<file path="src/rtl/div_pkg.sv">
// Shared FSM encoding and cycle-count helpers for the divider issue/collect stage.
package div_pkg;

  localparam logic [2:0] S_DRAIN   = 3'd0;
  localparam logic [2:0] S_IDLE    = 3'd1;
  localparam logic [2:0] S_ISSUE   = 3'd2;
  localparam logic [2:0] S_WAIT    = 3'd3;
  localparam logic [2:0] S_CAPTURE = 3'd4;
  localparam logic [2:0] S_DZ      = 3'd5;
  localparam logic [2:0] S_ERR     = 3'd6;
  localparam logic [2:0] S_HOLD    = 3'd7;

  // Long enough for any division started before a reset or timeout to finish.
  function automatic int drain_len(input int width);
    return width + 3;
  endfunction

  function automatic int timeout_len(input int width, input int slack);
    return width + 1 + slack;
  endfunction

endpackage

</file>
<file path="src/rtl/div_op_fifo.sv">
// Request FIFO holding {tag, divisor, dividend}; the caller guarantees no push when full
// and no pop when empty.
module div_op_fifo #(
  parameter int DW    = 20,
  parameter int DEPTH = 4,
  parameter int CW    = $clog2(DEPTH) + 1
) (
  input  logic          clk,
  input  logic          rst_n,
  input  logic          push,
  input  logic [DW-1:0] push_data,
  input  logic          pop,
  output logic [DW-1:0] pop_data,
  output logic [CW-1:0] count
);

  localparam int AW = $clog2(DEPTH);

  logic [DW-1:0] mem [DEPTH];
  logic [AW-1:0] wr_ptr;
  logic [AW-1:0] rd_ptr;

  always_ff @(posedge clk) begin
    if (push) mem[wr_ptr] <= push_data;
  end

  assign pop_data = mem[rd_ptr];

  // DEPTH is a power of two, so the pointers wrap naturally.
  always_ff @(posedge clk or negedge rst_n) begin
    if (!rst_n) begin
      wr_ptr <= '0;
      rd_ptr <= '0;
      count  <= '0;
    end else begin
      if (push) wr_ptr <= wr_ptr + 1'b1;
      if (pop)  rd_ptr <= rd_ptr + 1'b1;
      case ({push, pop})
        2'b10:   count <= count + 1'b1;
        2'b01:   count <= count - 1'b1;
        default: count <= count;
      endcase
    end
  end

endmodule

</file>
<file path="src/rtl/div_issue_ctrl.sv">
// Issues buffered divide requests one at a time to a non-pipelined divider core and
// presents each result on a registered valid/ready port.
module div_issue_ctrl
  import div_pkg::*;
#(
  parameter int WIDTH = 8,
  parameter int DEPTH = 4,
  parameter int TAG_W = 4,
  parameter int SLACK = 4
) (
  input  logic             clk,
  input  logic             rst_n,
  input  logic             in_valid,
  output logic             in_ready,
  input  logic [WIDTH-1:0] in_dividend,
  input  logic [WIDTH-1:0] in_divisor,
  input  logic [TAG_W-1:0] in_tag,
  output logic             out_valid,
  input  logic             out_ready,
  output logic [WIDTH-1:0] out_quotient,
  output logic [WIDTH-1:0] out_remainder,
  output logic [TAG_W-1:0] out_tag,
  output logic             out_dz,
  output logic             out_err,
  output logic             core_start,
  output logic [WIDTH-1:0] core_dividend,
  output logic [WIDTH-1:0] core_divider,
  input  logic [WIDTH-1:0] core_quotient,
  input  logic [WIDTH-1:0] core_remainder,
  input  logic             core_ready,
  output logic             busy
);

  localparam int DW          = TAG_W + 2 * WIDTH;
  localparam int CW          = $clog2(DEPTH) + 1;
  localparam int DRAIN_CYC   = drain_len(WIDTH);
  localparam int TIMEOUT_CYC = timeout_len(WIDTH, SLACK);
  localparam int CNT_MAX     = (DRAIN_CYC > TIMEOUT_CYC) ? DRAIN_CYC : TIMEOUT_CYC;
  localparam int CNT_W       = $clog2(CNT_MAX + 1);
  localparam logic [CNT_W-1:0] DRAIN_LAST   = CNT_W'(DRAIN_CYC - 1);
  localparam logic [CNT_W-1:0] TIMEOUT_LAST = CNT_W'(TIMEOUT_CYC - 1);

  logic [2:0]       state_reg;
  logic [CNT_W-1:0] cnt_reg;
  logic [WIDTH-1:0] op_dividend;
  logic [WIDTH-1:0] op_divisor;
  logic [TAG_W-1:0] op_tag;

  logic [CW-1:0]    fifo_count;
  logic [DW-1:0]    head_data;
  logic [WIDTH-1:0] head_dividend;
  logic [WIDTH-1:0] head_divisor;
  logic [TAG_W-1:0] head_tag;
  logic             fifo_empty;
  logic             push;
  logic             pop;

  assign fifo_empty = (fifo_count == '0);
  assign in_ready   = (fifo_count != CW'(DEPTH)) && (state_reg != S_DRAIN);
  assign push       = in_valid && in_ready;
  assign pop        = (state_reg == S_IDLE) && !fifo_empty;
  assign {head_tag, head_divisor, head_dividend} = head_data;

  div_op_fifo #(.DW(DW), .DEPTH(DEPTH), .CW(CW)) u_fifo (
    .clk       (clk),
    .rst_n     (rst_n),
    .push      (push),
    .push_data ({in_tag, in_divisor, in_dividend}),
    .pop       (pop),
    .pop_data  (head_data),
    .count     (fifo_count)
  );

  assign core_start    = (state_reg == S_ISSUE);
  assign core_dividend = op_dividend;
  assign core_divider  = op_divisor;
  assign busy          = (state_reg != S_IDLE) || !fifo_empty;

  always_ff @(posedge clk or negedge rst_n) begin
    if (!rst_n) begin
      state_reg     <= S_DRAIN;
      cnt_reg       <= '0;
      op_dividend   <= '0;
      op_divisor    <= '0;
      op_tag        <= '0;
      out_valid     <= 1'b0;
      out_quotient  <= '0;
      out_remainder <= '0;
      out_tag       <= '0;
      out_dz        <= 1'b0;
      out_err       <= 1'b0;
    end else begin
      case (state_reg)
        S_DRAIN: begin
          if (cnt_reg == DRAIN_LAST) begin
            cnt_reg   <= '0;
            state_reg <= S_IDLE;
          end else begin
            cnt_reg <= cnt_reg + 1'b1;
          end
        end
        S_IDLE: begin
          if (!fifo_empty) begin
            op_dividend <= head_dividend;
            op_divisor  <= head_divisor;
            op_tag      <= head_tag;
            state_reg   <= (head_divisor == '0) ? S_DZ : S_ISSUE;
          end
        end
        S_ISSUE: begin
          cnt_reg   <= '0;
          state_reg <= S_WAIT;
        end
        S_WAIT: begin
          if (core_ready) begin
            state_reg <= S_CAPTURE;
          end else if (cnt_reg == TIMEOUT_LAST) begin
            state_reg <= S_ERR;
          end else begin
            cnt_reg <= cnt_reg + 1'b1;
          end
        end
        S_CAPTURE: begin
          out_quotient  <= core_quotient;
          out_remainder <= core_remainder;
          out_tag       <= op_tag;
          out_dz        <= 1'b0;
          out_err       <= 1'b0;
          out_valid     <= 1'b1;
          state_reg     <= S_HOLD;
        end
        S_DZ: begin
          out_quotient  <= '1;
          out_remainder <= op_dividend;
          out_tag       <= op_tag;
          out_dz        <= 1'b1;
          out_err       <= 1'b0;
          out_valid     <= 1'b1;
          state_reg     <= S_HOLD;
        end
        S_ERR: begin
          out_quotient  <= '0;
          out_remainder <= '0;
          out_tag       <= op_tag;
          out_dz        <= 1'b0;
          out_err       <= 1'b1;
          out_valid     <= 1'b1;
          state_reg     <= S_HOLD;
        end
        S_HOLD: begin
          // After a timeout the core may still be mid-division, so wait it out.
          if (out_ready) begin
            out_valid <= 1'b0;
            cnt_reg   <= '0;
            state_reg <= out_err ? S_DRAIN : S_IDLE;
          end
        end
        default: begin
          cnt_reg   <= '0;
          state_reg <= S_DRAIN;
        end
      endcase
    end
  end

endmodule

</file>
<file path="config.mk">
export PLATFORM = sky130hd
export DESIGN_NAME = div_issue_ctrl
export DESIGN_NICKNAME = d
export VERILOG_FILES = /design/src/rtl/div_pkg.sv /design/src/rtl/div_op_fifo.sv /design/src/rtl/div_issue_ctrl.sv
export SDC_FILE = /design/constraint.sdc
export NUM_CORES = 1
export LEC_CHECK = 0
export CAP_MARGIN = 20
export CORE_MARGIN = 1
export CORE_UTILIZATION = 54
export DETAILED_ROUTE_END_ITERATION = 7
export HOLD_SLACK_MARGIN = 0.08
export PLACE_DENSITY = 0.83
export SETUP_SLACK_MARGIN = 0.02
export SLEW_MARGIN = 20
export SYNTH_ARGS = -nofsm -noshare
export SYNTH_HDL_FRONTEND = slang
export SYNTH_SLANG_ARGS = --single-unit
</file>
<file path="constraint.sdc">
create_clock -name clk -period 2.6 [get_ports clk]
set_input_delay 0.52 -clock clk [delete_from_list [all_inputs] [get_ports clk]]
set_output_delay 0.52 -clock clk [all_outputs]
set_load 0.1 [all_outputs]
</file>
After elaboration in Yosys (flattened, before gate mapping) --
Memory sizes are Yosys's and may differ from the RTL's. Cells that the tools add are included.
Cells by class: bitwise logic cells 1, equal/unequal tests 19, multiplexer cells 22, $add $sub $neg 5, reductions and logical operators 22
Operators by type and width (count):
- 8-bit one-hot mux with 3 select lines | 2
- 3-bit two-way mux | 6
- 3-bit one-hot mux with 6 select lines | 1
- 4-bit two-way mux | 4
- 4-bit one-hot mux with 4 select lines | 1
- 3-bit equality test, second input constant | 4
- 2-bit inequality test, second input constant | 5
- 4-bit equality test, second input constant | 2
- 8-bit logical NOT | 1
- 4-bit AND reduction | 2
- 2-bit nonzero test | 4
- 3-bit by 2-bit equality test with 1-bit output, second input constant | 2
- 3-bit logical NOT | 2
- 3-bit inequality test, second input constant | 2
- 1-bit one-hot mux with 2 select lines | 3
- 3-bit one-hot mux with 2 select lines | 1
- 3-bit nonzero test | 2
- 2-bit by 1-bit adder with 2-bit output, second input constant | 2
- 4-bit by 1-bit adder with 4-bit output, second input constant | 1
- 1-bit two-way mux | 4
- 2-bit AND reduction | 2
- 4-bit nonzero test | 1
- 2-bit OR reduction | 2
- 3-bit by 1-bit adder with 3-bit output, second input constant | 1
- other kinds (10) | 12
Word-level totals: flip-flop bits (word level) 57, input bits 41, logic and storage cells 84, memories kept 1, output and inout bits 42, memory bits (writable) 80
Memories:
- u_fifo.mem | depth 4, width 20, read ports 1, clocked after Yosys merged registers in 0, write ports 1, line div_op_fifo.sv:19 | logic [DW-1:0] mem [DEPTH];

Depth between registers and ports, before layout --
Gate-level depths: netlist (run 1).
depth in word-level cells 5, depth in mapped cells 11, gate-level depth less buffers 10

Hierarchy --
From an unflattened synthesis (run 1), not the netlist that was laid out.
Unflattened totals: cell total of the unflattened synthesis 337, area, all modules 5507.8 µm²
By module, submodules not included:
- div_op_fifo | area an instance 3276.9 µm², times used 1, sequential area each 2577.5 µm², cells each 138
- div_issue_ctrl | area an instance 2230.9 µm², times used 1, sequential area each 1251.2 µm², cells each 199

Worst setup path before layout (run 1) --
Ideal clock, no wire load.
kind register to register, from register state_reg[1], to register u_fifo.count[2], cell stages (with the launch flop) 12, slack -962 ps, required time 2475 ps, setup time 125 ps, buffers on the path 1, clock period less this slack 3562 ps, data arrival time 3437 ps, cell sequence dfrtp_1 > clkbuf_1 > nor3_1 > a31oi_1 > and2_1 > inv_1 > ha_1 > inv_1 > fa_1 > xor2_1 > nor2_1 > xor2_1
On the way: cells in the longest elaborated chain, start to end 5, elaborated cells between the ends (all ways) 9, classes of those cells eq/ne (3); mux (1); reduce/logical (5)
RTL lines:
- from (decl) | line div_issue_ctrl.sv:43 | logic [2:0] state_reg;
- from (signal assigned) | line div_issue_ctrl.sv:107 | state_reg <= (head_divisor == '0) ? S_DZ : S_ISSUE;
- from (signal assigned) | line div_issue_ctrl.sv:155 | state_reg <= out_err ? S_DRAIN : S_IDLE;
- 3-bit nonzero test (*) | line div_issue_ctrl.sv:59 | assign in_ready = (fifo_count != CW'(DEPTH)) && (state_reg != S_DRAIN);
- 1-bit logical AND (*) | line div_issue_ctrl.sv:59
- net in_ready | line div_issue_ctrl.sv:14 | output logic in_ready,
- 1-bit logical AND (*) | line div_issue_ctrl.sv:60 | assign push = in_valid && in_ready;
- 2-bit by 1-bit equality test with 1-bit output / 2-bit equality test (equally long branches) | line div_op_fifo.sv:38 | case ({push, pop})
- 3-bit one-hot mux with 2 select lines / 2-bit nonzero test (equally long branches)
- to (signal assigned) | line div_op_fifo.sv:39 | 2'b10: count <= count + 1'b1;
- to (signal assigned) | line div_op_fifo.sv:40 | 2'b01: count <= count - 1'b1;
- to (signal assigned) | line div_op_fifo.sv:41 | default: count <= count;
- to (decl) | line div_op_fifo.sv:14 | output logic [CW-1:0] count
Mark *: on every way through the listed nets, which the timed path passes. The rest lies on a longest branch. A chain may end at the register's enable or synchronous reset.

Worst setup path in the final report (run 1) --
from register state_reg[1], to register u_fifo.count[2]
On the way: cells in the longest elaborated chain, start to end 5, elaborated cells between the ends (all ways) 9, classes of those cells eq/ne (3); mux (1); reduce/logical (5)
RTL lines (line):
- 3-bit nonzero test | div_issue_ctrl.sv:59
- 1-bit logical AND | div_issue_ctrl.sv:59
- 1-bit logical AND | div_issue_ctrl.sv:60
- 2-bit by 1-bit equality test with 1-bit output / 2-bit equality test (equally long branches) | div_op_fifo.sv:38
- 3-bit one-hot mux with 2 select lines / 2-bit nonzero test (equally long branches)
Parallel ways exist; a longest one is shown, timed or not.

==> results of run 1 <==
-- area by class of cell --
| class | count | share of cell area (%) |
|---|---|---|
| Sequential cell | 137 | 54.39 |
| Multi-Input combinational cell | 171 | 22.68 |
| Timing Repair Buffer | 93 | 11.84 |
| Tap cell | 133 | 2.364 |
| Clock buffer | 18 | 5.937 |
| Clock inverter | 14 | 2.204 |
| Inverter | 11 | 0.5866 |
-- worst register-to-register path, delay by kind of cell (launching register included) --
kind                       cells  cell delay, ns
adders and majority gates      2            0.61
xor gates and xnor gates       2            0.34
buffers and inverters          2            0.16
DFF                            1            0.46
AOI/OAI and AO/OA              1            0.09
and+or+nand+nor                3            0.68
-- worst max path at each step --
| stage | endpoint | slack [ns] | cells after the start |
|---|---|---|---|
| after global routing | u_fifo.count[2] | 0.07 | 10 |
| after global placement | u_fifo.count[2] | 0.32 | 9 |
| after CTS | u_fifo.count[2] | 0.12 | 10 |
| after floorplan | busy | 0.07 | 4 |
| after detailed placement | u_fifo.count[2] | 0.16 | 10 |
| final | u_fifo.count[2] | 0.20 | 10 |
-- synth_stat cells, types with 2 or more instances --
cell type  number  area share (%)
nand2b_1        3            0.34
a21oi_1         3            0.27
clkbuf_1       10            0.68
nand3_1         5            0.45
and2_1          2            0.23
xnor2_1         3            0.48
a21boi_0        3            0.41
o21ai_0        21             1.9
mux4_2         12             4.9
nand2_1        28             1.9
nor3_1          2            0.18
nor2_1         13            0.89
xor2_1          3            0.48
buf_2           3            0.27
mux4_1          8             3.8
edfxtp_1       80              44
mux2i_1        13             2.4
mux2_2         25             5.1
and3b_1         2            0.32
inv_1          11            0.75
ha_1            8             1.8
and3_1          5            0.57
dfrtp_1        57              26
-- timing repair --
| item | in CTS | in global routing |
|---|---|---|
| setup buffers | 0 | 0 |
| resized for setup | 0 | 1 |
| hold endpoints to repair | 25 | 0 |
| hold buffers | 1 | 0 |
| endpoints found under the setup margin | 0 | 1 |
-- layout by cell type (no fill, tap or decap), types with 2 or more instances in the layout --
cell,Yosys,layout
a21boi_0,3,3
a21oi_1,3,3
and2_1,2,2
and3_1,5,5
and3b_1,2,2
buf_12,0,3
buf_4,0,49
bufinv_16,0,3
clkbuf_16,0,16
clkdlybuf4s50_1,0,39
clkinv_1,0,3
clkinv_2,0,3
clkinvlp_4,0,4
dfrtp_1,57,57
edfxtp_1,80,80
ha_1,8,8
inv_1,11,11
mux2_2,25,25
mux2i_1,13,13
mux4_1,8,8
mux4_2,12,12
nand2_1,28,28
nand2b_1,3,3
nand3_1,5,5
nor2_1,13,13
o21ai_0,21,21
xnor2_1,3,3
xor2_1,3,3
-- metrics by stage --
| step | worst slack (ns) | utilization [%] | instances |
|---|---|---|---|
| after floorplan | 0.06807 | - | 334 |
| after global placement | 0.3153 | 65.70 | 544 |
| after detailed placement | 0.1592 | 65.70 | 544 |
| after CTS | 0.1155 | 71.64 | 577 |
| after global routing | 0.07271 | 71.69 | 577 |
| final | 0.1978 | 71.69 | 577 |
-- kinds of logic after synthesis --
logic type      count (synthesis)
flops                         137
fa+ha+maj                       9
xor+xnor                        6
compound gates                 32
mux                            58
simple gates                   66
buf+inv                        26
-- metal layers --
metal / wire [microns] / vias to the layer above
li1: - / 1444
met4: 74 / 0
met2: 5637 / 101
met5: 0 / -
met1: 4451 / 1587
met3: 683 / 6
==> reports/metrics.yaml, run 1 <==
worst_hold_path:
  hold_class: "flip-flop to flip-flop"
  min_path_cells: 2
  holdPathEnd: "out_quotient[1]"
  min-delay-start: "out_quotient[1]"
placed_design:
  dpl_cell_area_sq_um: 6451
  hpwl_microns: 7030
  routabilityCongestion: 0.7631
  portBuffers: 82
timing:
  relSlewSlack_pct: 58.33
  hold_viol_final: 0
  setup_violations: 0
  finalMaxSlewViolations: 0
  worst_slew_pin_slew_ns: 0.6251
  fin_worst_skew_ns: 0.005506
  rsz0062_at_grt: "no"
  finalSetupTns_ns: 0
  clock.fmax_ghz: 0.4163
  hold_ws_ns: 0.4831
  final.min_clock_period_ns: 2.402
  period_share_pct: 92.39
critical_path:
  cpMaxStageDelayCell: "dfrtp_1"
  cp-end-kind: "flip-flop"
  rr_endpoint: "u_fifo.count[2]"
  path_cells: "nor3_2 -> a31oi_4 -> and2_1 -> inv_1 -> ha_1 -> inv_1 -> fa_1 -> xor2_1 -> nor2_1 -> xor2_1"
  required_ns: 3.03
  critPathTopFamily: "simple AND/OR/NAND/NOR gates"
  path_buf_inv: 2
  ff2ff_setup_slack_ns: 0.20
  worstPathArrival_ns: 2.84
  cp-start-kind: "flip-flop"
  startpoint: "state_reg[1]"
  crit_type: "flip-flop to flip-flop"
  reg2reg_depth: 10
  path_max_fanout: 9
  worstReg2RegStart: "state_reg[1]"
  slowest_delay_ns: 0.46
synth:
  ys_types: 37
  async_flop_share_pct: 41.61
  yosys.area_share.simple_pct: 5.968
  ys_warn_count: 0
  synth-edff-count: 80
  synth_compound_area_share_pct: 3.313
  syn_inst: 334
  yosys_register_bits: 137
  syn_area_per_cell_sq_um: 16.51
  synth_top_family_by_area: "multiplexers"
  synth_adder_area_share_pct: 2.178
  syn_nets: 384
  synthMuxAreaShare_pct: 16.18
  ys_dominant_reg_cell: "edfxtp_1"
  synth-xor-area-share_pct: 0.9530
  seq_area_frac_synth_pct: 69.43
  syn_area_sq_um: 5514
cts:
  cts_tree: "built"
  numCtsBuffers: 17
  cts_num_sinks: 137
  cts_root_buf: "clkbuf_8"
  cts.clk_slew.worst_paths_ns: 0.06
  htreeDepth: 4
  worst_skew_pair.late_latency_ns: 0.51
  cts_buffer_depth: 2
floorplan:
  die-area_sq_um: 10620
  core_area_sq_um: 9819
  start_util_pct: 56.15
  die_h_microns: 103.1
  rows: 36
  ios: 83
  dieWidth_microns: 103.1
cells_and_area:
  antenna_cells: 0
  num-fill-cells: 624
  drive_gt1_share_pct: 27.93
  seqCellArea_sq_um: 3829
  largest_register_ffs: 80
  syn_to_final_growth_pct: 27.66
  largest_register: "u_fifo.mem"
  fin_area_sq_um: 7039
  multiInputGateArea_sq_um: 1597
  layout.nets: 481
grt:
  gr-total-overflow: 0
  grt_pass1_wl_microns: 16990
  track_usage_pct: 22.78
  grt_pass1_vias: 3240
  antenna_found_initial: 0
  grt.met2_usage_pct: 37.44
  use_met1_pct: 29.07
  grt.met3_usage_pct: 5.898
  grt_max_degree: 33
  busiest_layer: "met2"
routing:
  first_pass_iters: 5
  postRouteAntennaNets: 0
  wl_per_cell_microns: 18.80
  wirelength_microns: 10850
  drc: 0
  num_vias: 3138
  first_iter_violations: 152
  vias_per_cell: 5.438
run:
  max-cap-violations: 0
status:
  status: "complete, no violations"
Power of run 1 is not shown: default switching activity piles up to over one toggle a cycle in this logic, so the estimate is an artifact.
==> run 2, diff against run 1 <==
Settings changed: ABC_AREA set to 1, CTS_CLUSTER_DIAMETER set to 120, PLACE_DENSITY 0.83 to 0.82, TNS_END_PERCENT set to 10.
==> reports/metrics.yaml, run 2 <==
critical_path:
  worstPathArrival_ns: 1.90
  slowest_delay_ns: 0.39
  path_cells: "buf_4 -> nand3_2 -> nor2_1 -> inv_1 -> buf_12"
  crit_type: "flip-flop to output pin"
  cpMaxStageDelayCell: "dfrtp_1"
  path_max_fanout: 17
  cp-end-kind: "output pin"
  cp-start-kind: "flip-flop"
  reg2reg_depth: 11
  required_ns: 2.08
grt:
  grt_pass1_vias: 4169
  gr-total-overflow: 0
  grt_pass1_wl_microns: 19790
  grt_max_degree: 41
  antenna_found_initial: 0
  track_usage_pct: 23.53
timing:
  worst_slew_pin_slew_ns: 0.6581
  finalMaxSlewViolations: 0
  setup_violations: 0
  period_share_pct: 93.02
  fin_worst_skew_ns: 0.007957
  hold_viol_final: 0
  rsz0062_at_grt: "no"
  clock.fmax_ghz: 0.4135
  hold_ws_ns: 0.4704
  final.min_clock_period_ns: 2.419
  relSlewSlack_pct: 56.06
floorplan:
  start_util_pct: 55.50
  ios: 83
  die-area_sq_um: 10980
  rows: 37
  die_h_microns: 104.8
  core_area_sq_um: 10280
  dieWidth_microns: 104.8
cells_and_area:
  num-fill-cells: 729
  final_cell_mix: "nand2_1, edfxtp_1, dfrtp_1"
  antenna_cells: 0
  drive_gt1_share_pct: 17.33
  syn_to_final_growth_pct: 25.71
  largest_register: "u_fifo.mem"
  final_common_cell: "nand2_1"
  layout.nets: 666
  largest_register_ffs: 80
run:
  max-cap-violations: 0
placed_design:
  portBuffers: 82
  hpwl_microns: 7601
  routabilityCongestion: 0.8143
synth:
  ys_warn_count: 0
  syn_nets: 573
  syn_area_sq_um: 5704
  ys_dominant_reg_cell: "edfxtp_1"
  syn_inst: 523
  syn_area_per_cell_sq_um: 10.91
  synth_top_area_share_pct: 42.11
  ys_top_cells_by_area: "edfxtp_1, dfrtp_1, nand2_1"
  yosys_register_bits: 137
  synth_area_leader_cell: "edfxtp_1"
  synth-edff-count: 80
  synth_commonest_cells: "nand2_1, edfxtp_1, dfrtp_1, o21ai_0, nor2_1"
  seq_area_frac_synth_pct: 67.12
  synth.most_common_cell: "nand2_1"
  ys_types: 30
  async_flop_share_pct: 41.61
routing:
  first_iter_violations: 325
  num_vias: 4093
  wl_per_cell_microns: 15.73
  first_pass_iters: 5
  drc: 0
  wirelength_microns: 12040
  vias_per_cell: 5.350
  postRouteAntennaNets: 0
cts:
  cts_root_buf: "clkbuf_8"
  numCtsBuffers: 17
  cts_buffer_depth: 2
  worst_skew_pair.late_latency_ns: 0.52
  cts.clk_slew.worst_paths_ns: 0.06
  htreeDepth: 4
  cts_num_sinks: 137
  cts_tree: "built"
status:
  status: "complete, no violations"
worst_hold_path:
  min_path_cells: 2
  hold_class: "flip-flop to flip-flop"
run 2: final timing paths:
kind / startpoint / endpoint / slack [ns]
worst max-delay path: state_reg[0] / busy / 0.18
worst min-delay path: out_quotient[3] / out_quotient[3] / 0.47
worst max register to register: state_reg[1] / u_fifo.count[2] / 0.21
worst min register to register: out_quotient[3] / out_quotient[3] / 0.47
max in group asynchronous: rst_n / core_divider[4] / 1.45
min in group asynchronous: rst_n / out_valid / 0.51
run 2: metrics by stage:
step | setup TNS [ns] | cell area (sq um) | setup slack (ns) | instances | utilization, %
6_report | 0 | 7171 | 0.1814 | 765 | 69.77
3_5_place_dp | 0 | 6576 | 0.2314 | 732 | 63.99
2_1_floorplan | -19.37 | 5709 | -0.2421 | 523 | -
5_1_grt | 0 | 7171 | 0.06100 | 765 | 69.77
3_3_place_gp | 0 | 6576 | 0.3354 | 732 | 63.99
4_1_cts | 0 | 7166 | 0.1575 | 765 | 69.72
run 2: cell families after synthesis:
group | after synthesis | synth area share (%)
compound gates | 91 | 8.598
xor+xnor | 5 | 0.7677
fa+ha+maj | 9 | 2.106
buf+inv | 72 | 5.659
flops | 137 | 67.12
simple gates | 209 | 15.75
run 2: layer usage:
layer / wire (microns) / track usage (%)
met1: 5232 / 29.61
met2: 5859 / 38.98
met3: 696 / 5.303
met4: 247 / 10.76
met5: 0 / 0
run 2: cell type report:
type / count / area (sq um) / area share [%]
multi-input cells: 314 / 1563 / 21.79
inverters: 51 / 193.9 / 2.705
repair buffers: 95 / 835.8 / 11.66
well taps: 136 / 170.2 / 2.373
clock inverters: 15 / 165.2 / 2.303
clock buffers: 17 / 414.1 / 5.776
flip-flops and latches: 137 / 3829 / 53.39
run 2: worst max-delay path: cells and delay by family (launching register included):
family	cells	cell delay, ns
buffers and inverters	3	0.55
and+or+nand+nor	2	0.44
DFF	1	0.39
run 2: timing repair:
| item | 4_1_cts | 5_1_grt |
|---|---|---|
| endpoints found under the setup margin | 0 | 1 |
| hold endpoints to repair | 23 | 0 |
| buffers inserted | 0 | 0 |
| hold buffers | 1 | 0 |
| gates resized for setup | 0 | 1 |
Power of run 2 is left out for the same reason.
==> run 3, diff against run 2 <==
Settings changed: CORE_UTILIZATION 54 to 35, PLACE_DENSITY 0.82 to 0.58, SKIP_LAST_GASP set to 1.
==> reports/metrics.yaml, run 3 (synthesis results as in run 2) <==
cts:
  cts.clk_slew.worst_paths_ns: 0.06
  cts_tree: "built"
  cts-hold-fix-buffers: 0
  worst_skew_pair.late_latency_ns: 0.41
  cts_buffer_depth: 2
  cts_setup_buffers: 0
  cts_resized: 0
  numCtsBuffers: 17
  cts_num_sinks: 137
  htreeDepth: 4
  cts_root_buf: "clkbuf_16"
timing:
  worst_slew_pin_slew_ns: 0.7024
  period_share_pct: 89.81
  relSlewSlack_pct: 53.18
  hold_viol_final: 0
  finalMaxSlewViolations: 0
  rsz0062_at_grt: "no"
  fin_worst_skew_ns: 0.005800
  hold_ws_ns: 0.1541
  final.min_clock_period_ns: 2.335
  setup_violations: 0
  clock.fmax_ghz: 0.4283
grt:
  grt_pass1_wl_microns: 19000
  gr-total-overflow: 0
  track_usage_pct: 15.21
  grt_max_degree: 43
  grt_pass1_vias: 3679
  antenna_found_initial: 0
cells_and_area:
  final_cell_mix: "nand2_1, edfxtp_1, dfrtp_1"
  seqCellArea_sq_um: 3829
  fin_cells: 843
  layout.nets: 664
  syn_to_final_growth_pct: 29.09
  largest_register: "u_fifo.mem"
  multiInputGateArea_sq_um: 1558
  num-fill-cells: 1458
  largest_register_ffs: 80
  final_common_cell: "nand2_1"
  antenna_cells: 0
  drive_gt1_share_pct: 16.91
critical_path:
  worstPathArrival_ns: 2.63
  path_max_fanout: 8
  cp-end-kind: "flip-flop"
  crit_type: "flip-flop to flip-flop"
  cp-start-kind: "flip-flop"
  reg2reg_depth: 11
  required_ns: 2.89
placed_design:
  routabilityCongestion: 0.7791
  hpwl_microns: 8096
  portBuffers: 82
  dp.cells: 811
floorplan:
  ios: 83
  core_area_sq_um: 15890
  die-area_sq_um: 16810
  rows: 46
  start_util_pct: 35.91
  die_h_microns: 129.7
  dieWidth_microns: 129.7
status:
  status: "complete, no violations"
routing:
  vias_per_cell: 4.594
  num_vias: 3873
  wl_per_cell_microns: 14.16
  wirelength_microns: 11940
  postRouteAntennaNets: 0
  first_pass_iters: 4
  first_iter_violations: 293
  drc: 0
run:
  max-cap-violations: 0
worst_hold_path:
  hold_class: "input pin to asynchronous set/reset pin"
==> run 3: changes by cell type in the layout (fill, tap and decap cells not counted), sizes merged <==
cell | previous run | this run
clkbuf | 17 | 19
buf | 55 | 54
inv | 56 | 51
bufinv | 2 | 7
clkinvlp | 1 | 3
dlygate4sd3 | 1 | 0
clkinv | 7 | 3
==> run 3: path summary, 6_finish.rpt <==
path	startpoint	endpoint	slack [ns]
worst min-delay path	rst_n	out_remainder[3]	0.15
worst max register to register	state_reg[1]	u_fifo.count[2]	0.27
min in group clk	out_quotient[2]	out_quotient[2]	0.47
max in group asynchronous	rst_n	out_remainder[5]	1.86
worst min register to register	out_quotient[2]	out_quotient[2]	0.47
worst max-delay path	state_reg[1]	u_fifo.count[2]	0.27
==> run 3: critical path: stages (launching register included) <==
cell and delay [ns]:
dfrtp_1 0.45, nor2_2 0.23, nand2_1 0.13, o31ai_1 0.09
inv_1 0.13, nand2_2 0.17, ha_1 0.17, inv_1 0.06
fa_1 0.37, a21oi_1 0.15, o21ai_0 0.12, xor2_1 0.15
==> run 3: metrics by stage <==
step	setup TNS [ns]	util [%]	setup WS [ns]	area [sq um]
global route	0	46.35	0.02723	7363
global placement	0	42.06	0.3306	6681
CTS	0	46.35	0.2479	7363
finish	0	46.35	0.2650	7363
floorplan	-19.37	-	-0.2421	5709
detailed placement	0	42.06	0.2901	6681
==> run 3: area by class of cell <==
cell class	instances	share of cell area (%)
repair buffers	93	11.28
inverters	51	2.634
clock buffers	19	5.879
well taps	216	3.670
flip-flops and latches	137	52.00
multi-input cells	314	21.16
clock inverters	13	3.381
==> run 3: layer usage <==
metal | global-route usage, % | wire length [microns] | vias to the layer above
met5 | 0 | 0 | -
met4 | 6.840 | 226 | 0
met3 | 4.418 | 676 | 17
met2 | 24.00 | 5469 | 91
met1 | 19.41 | 5568 | 1820
li1 | - | - | 1945
Power of run 3 is left out for the same reason.
